[src/rtl/ps2_host_pkg.sv]
// Shared frame constants and state encoding for the PS/2 host receive path.
package ps2_host_pkg;
  localparam int PS2_DATA_BITS = 8;
  localparam int PS2_CNT_W     = 4;

  localparam logic PS2_START_BIT = 1'b0;
  localparam logic PS2_STOP_BIT  = 1'b1;

  // Receive FSM state encoding
  localparam logic [1:0] ST_IDLE   = 2'd0;
  localparam logic [1:0] ST_DATA   = 2'd1;
  localparam logic [1:0] ST_PARITY = 2'd2;
  localparam logic [1:0] ST_STOP   = 2'd3;
endpackage

[src/rtl/ps2_host_rx_shifter.sv]
// Data shift register, bit counter and running parity for the PS/2 receiver.
// The parity output exists only when PS2_HOST_RX_PARITY_CHECK_EN is defined.
module ps2_host_rx_shifter
  import ps2_host_pkg::*;
(
  input  logic                     clk,
  input  logic                     rst,
  input  logic                     clear,
  input  logic                     shift,
  input  logic                     din,
  output logic [PS2_DATA_BITS-1:0] data,
`ifdef PS2_HOST_RX_PARITY_CHECK_EN
  output logic                     parity,
`endif
  output logic                     done
);

  logic [PS2_CNT_W-1:0] count;

  // done flags that the shift happening now delivers the final data bit
  assign done = (count == PS2_CNT_W'(PS2_DATA_BITS - 1));

  always_ff @(posedge clk) begin
    if (rst || clear) begin
      data  <= '0;
      count <= '0;
    end else if (shift) begin
      data  <= {din, data[PS2_DATA_BITS-1:1]};
      count <= count + 1'b1;
    end
  end

`ifdef PS2_HOST_RX_PARITY_CHECK_EN
  always_ff @(posedge clk) begin
    if (rst || clear)
      parity <= 1'b0;
    else if (shift)
      parity <= parity ^ din;
  end
`endif

endmodule

[src/rtl/ps2_host_rx.sv]
// PS/2 device-to-host frame receiver with a valid/ready byte output register.
// Parity checking is compiled in only when PS2_HOST_RX_PARITY_CHECK_EN is defined.
module ps2_host_rx
  import ps2_host_pkg::*;
(
  input  logic       sys_clk,
  input  logic       sys_rst,
  input  logic       ps2_clk_negedge,
  input  logic       ps2_data,
  input  logic       watchdog_rst,
  input  logic       rx_ready,
  output logic [7:0] rx_data,
  output logic       rx_valid,
  output logic       rx_parity_err,
  output logic       rx_frame_err,
  output logic       rx_overrun,
  output logic       rx_busy
);

  logic [1:0]               state;
  logic                     sample;
  logic                     start;
  logic [PS2_DATA_BITS-1:0] sh_data;
  logic                     sh_done;
`ifdef PS2_HOST_RX_PARITY_CHECK_EN
  logic                     sh_par;
  logic                     par_bit;
`endif

  // A watchdog abort in the same cycle as a strobe discards that sample
  assign sample  = ps2_clk_negedge & ~watchdog_rst;
  assign start   = sample && (state == ST_IDLE) && (ps2_data == PS2_START_BIT);
  assign rx_busy = (state != ST_IDLE);

  ps2_host_rx_shifter u_shifter (
    .clk    (sys_clk),
    .rst    (sys_rst),
    .clear  (watchdog_rst | start),
    .shift  (sample && (state == ST_DATA)),
    .din    (ps2_data),
    .data   (sh_data),
`ifdef PS2_HOST_RX_PARITY_CHECK_EN
    .parity (sh_par),
`endif
    .done   (sh_done)
  );

  always_ff @(posedge sys_clk) begin
    if (sys_rst) begin
      state         <= ST_IDLE;
      rx_data       <= 8'h00;
      rx_valid      <= 1'b0;
      rx_parity_err <= 1'b0;
      rx_frame_err  <= 1'b0;
      rx_overrun    <= 1'b0;
`ifdef PS2_HOST_RX_PARITY_CHECK_EN
      par_bit       <= 1'b0;
`endif
    end else begin
      rx_parity_err <= 1'b0;
      rx_frame_err  <= 1'b0;
      rx_overrun    <= 1'b0;
      if (rx_valid && rx_ready)
        rx_valid <= 1'b0;

      if (watchdog_rst) begin
        state <= ST_IDLE;
      end else if (ps2_clk_negedge) begin
        case (state)
          ST_IDLE:   if (ps2_data == PS2_START_BIT) state <= ST_DATA;
          ST_DATA:   if (sh_done) state <= ST_PARITY;
          ST_PARITY: begin
`ifdef PS2_HOST_RX_PARITY_CHECK_EN
            par_bit <= ps2_data;
`endif
            state <= ST_STOP;
          end
          ST_STOP: begin
            state <= ST_IDLE;
            if (ps2_data != PS2_STOP_BIT)
              rx_frame_err <= 1'b1;
`ifdef PS2_HOST_RX_PARITY_CHECK_EN
            else if (!(sh_par ^ par_bit))
              rx_parity_err <= 1'b1;
`endif
            else begin
              // Same-cycle transfer frees the register, so no overrun then
              rx_data    <= sh_data;
              rx_valid   <= 1'b1;
              rx_overrun <= rx_valid & ~rx_ready;
            end
          end
          default:   state <= ST_IDLE;
        endcase
      end
    end
  end

endmodule

[config.mk]
export PLATFORM = sky130hd
export DESIGN_NAME = ps2_host_rx
export DESIGN_NICKNAME = d
export VERILOG_FILES = /design/src/rtl/ps2_host_pkg.sv /design/src/rtl/ps2_host_rx_shifter.sv /design/src/rtl/ps2_host_rx.sv
export SDC_FILE = /design/constraint.sdc
export NUM_CORES = 1
export LEC_CHECK = 0
export ABC_AREA = 0
export CAP_MARGIN = 25
export CORE_UTILIZATION = 50
export CTS_CLUSTER_SIZE = 28
export DETAILED_ROUTE_END_ITERATION = 12
export PLACE_DENSITY = 0.77
export SETUP_SLACK_MARGIN = 0.05
export SLEW_MARGIN = 20
export SYNTH_ARGS = -nofsm -noshare
export SYNTH_HDL_FRONTEND = slang
export SYNTH_SLANG_ARGS = --single-unit
[constraint.sdc]
create_clock -name sys_clk -period 2.03 [get_ports sys_clk]
set_input_delay 0.406 -clock sys_clk [delete_from_list [all_inputs] [get_ports sys_clk]]
set_output_delay 0.406 -clock sys_clk [all_outputs]
set_load 0.05 [all_outputs]
==> impl_metrics.toml <==
[timing]
drv_slew = 0
fmax_mhz = 520
setup-tns-final_ps = 0
whs_ps = 461
finClkSkew_ps = 2.22
slew_headroom_pct = 50.5
setup_viol = 0
tightest_slew_ps = 738
period_share_pct = 94.8
rsz0062_at_grt = "no"
period_minus_slack_ps = 1920
hold_violations = 0
postLayoutSetupSlackWorst_ps = 107

[logic_synthesis]
synth-edff-count = 0
synth_nets = 123
synthFlopType = "dfxtp_1"
synth-seq-cells = 25
avgSynthCellArea_um2 = 9.30
synth_cell_types = 22
synth_area_leaders = "dfxtp_1 (48%), mux2i_1 (11%), ha_1 (7.3%)"
synthCells = 111
synth_seq_area_share_pct = 48.5
ys.warnings.count = 0
syn_area_um2 = 1030
synth.largest_area_cell = "dfxtp_1"
yosysTopAreaCellShare_pct = 48.5
ys_async_sr_fraction_pct = 0

[power]
cellPowerDensity_nw_per_um2 = 601
total_power_mw = 0.756
leakagePower_nw = 0.505
p_seq_share_pct = 65.2
clockPowerShare_pct = 27.9
p_sw_mw = 0.166
irDropWorstVdd_v = 0.000458
switching_share_pct = 21.9
p_int_mw = 0.591
p_comb_share_pct = 6.9

[floorplan]
dieArea_um2 = 2250
fp.dieW_um = 47.4
rows = 16
core_area_um2 = 1940
boundaryPins = 19
initial_core_util_pct = 53.2
dieHeight_um = 47.4

[cells_and_area]
syn2layout_area_growth_pct = 21.9
finalCoreUtilization_pct = 64.8
nNetsFinal = 142
fillers = 179
finalNonFillerCells = 156
stdcell_area_um2 = 1260
diodes = 0
drive_gt1_share_pct = 5.43

[setup_path]
crit_path_max_fanout = 3
rrSetupSlack_ps = 420
reg2reg_from = "state[0]"
required_ps = 1620
max_stage_delay_ps = 820
path_cells = "clkdlybuf4s50_1"
worstRegToRegCells = 5
critical_path.startpoint_type = "register"
critical_path.endpoint = "rx_valid"
worstSetupStartpoint = "rx_valid"
critPathTopFamily = "buffers and inverters"
end_kind = "primary output"
crit_buf_inv = 1
cp_slowest_cell = "clkdlybuf4s50_1"
critical_path_arrival_ps = 1520
critical_path_class = "reg -> out"
timing.rr.end = "u_shifter.data[1]"
worst-path-stages = 1

[global_routing]
overflow = 0
grt_pass1_wl_mm = 2.84
grt_antenna_before_repair = 0
grt_pass1_vias = 699
grt_max_degree = 14
grtUsageTotal_pct = 18.6

[route]
ant_nets = 0
num_vias = 815
drt-initial-drc-count = 14
first_pass_iters = 4
drt_drc_violations_left = 0
wl_per_cell_um = 11.9
postRouteWirelength_mm = 1.86
viasPerCell = 5.22

[outcome]
status = "finished, final reports clean"

[clock_tree]
cts_setup_buffers = 0
cts_hold_buf = 0
cts_resized = 0
cts_buffers = 3
htreeDepth = 1
clockBufferDepth = 2
cts.sinks = 25
clkTransAtPathRegs_ps = 120
cts_tree = "yes"
clk_latency_ps = 310
cts_root_buf = "clkbuf_4"

[placed_design]
gp_congestion = 0.689
dp_slack_ps = 14.4
dpl.hpwl_mm = 1.43
dpl_cell_area_um2 = 1230
portBuffers = 17
dp_cells = 152

[worst_hold_path]
hold_path.class = "reg -> reg"

[flow_run]
max_cap_violations = 0
[flip-flops by register name, indices dropped and copies added (netlist names)]
| signal | count |
|---|---|
| state | 2 |
| u_shifter.count | 4 |
| u_shifter.data | 8 |
| rx_valid | 1 |
| rx_frame_err | 1 |
| rx_data | 8 |
| rx_overrun | 1 |
[synthesized netlist by cell type (all sizes together) (2+ instances only)]
| cell | number |
|---|---|
| nand3b | 3 |
| nand4b | 2 |
| dfxtp | 25 |
| buf | 4 |
| nand2 | 20 |
| ha | 6 |
| inv | 4 |
| a21oi | 10 |
| mux2i | 11 |
| xor2 | 2 |
| o21ai | 2 |
| nor2 | 12 |
| nor4 | 2 |
[cell type report]
type	count	area (um^2)	area share, %
clock buffers	4	26.3	2.09
inverters	4	15.0	1.19
multi-input cells	77	488	38.8
flip-flops and latches	25	500	39.8
well taps	27	33.8	2.68
repair buffers	19	195	15.5
[worst min-delay path: cells and delay by family, from the launching register on]
kind	cells	cell delay (ps)
AO/OA/AOI/OAI	1	50
flip-flops	1	330
AND/OR/NAND/NOR	1	50
[power by group through the flow]
| stage | clock, mW | combinational [mW] | sequential [mW] |
|---|---|---|---|
| after global placement | 0 | 0.0516 | 0.504 |
| after detailed placement | 0 | 0.0523 | 0.504 |
| final | 0.211 | 0.0525 | 0.493 |
| after floorplan | 0 | 0.0304 | 0.504 |
| after global routing | 0.241 | 0.0568 | 0.494 |
| after CTS | 0.221 | 0.0525 | 0.493 |
[cells in the final DEF, fill, tap and decap left out, types with 3 or more instances in the layout]
cell type / count
clkbuf_4: 3
clkdlybuf4s50_1: 16
ha_1: 6
a21oi_1: 10
mux2i_1: 11
nand2_1: 20
nor2_1: 12
dfxtp_1: 25
nand3b_1: 3
inv_1: 4
[cells by family after synthesis]
logic type	Yosys count	share of synthesized area, %
flops	25	48.5
other cells	1	0.363
xor+xnor	2	1.70
mux	11	10.7
buf+inv	9	4.24
fa+ha+maj	6	7.27
compound gates	14	7.88
simple gates	43	19.4
[per-layer routing]
layer  global-route usage [%]  share of wire [%]  up-vias
met5                        0                  0        -
met4                     12.6                2.5        0
met3                     3.40                3.3        5
met2                     34.0                 54       19
met1                     19.2                 40      385
li1                         -                  -      406
[how the worst min path moves through the flow]
stage,from,end,depth (start not counted)
after floorplan,u_shifter.data[0],rx_data[0],2
final,rx_data[6],rx_data[6],2
after global routing,rx_data[1],rx_data[1],2
after CTS,rx_data[6],rx_data[6],2
after global placement,rx_data[2],rx_data[2],2
after detailed placement,rx_data[6],rx_data[6],2
Note: power is estimated with default switching activity, not from simulation.
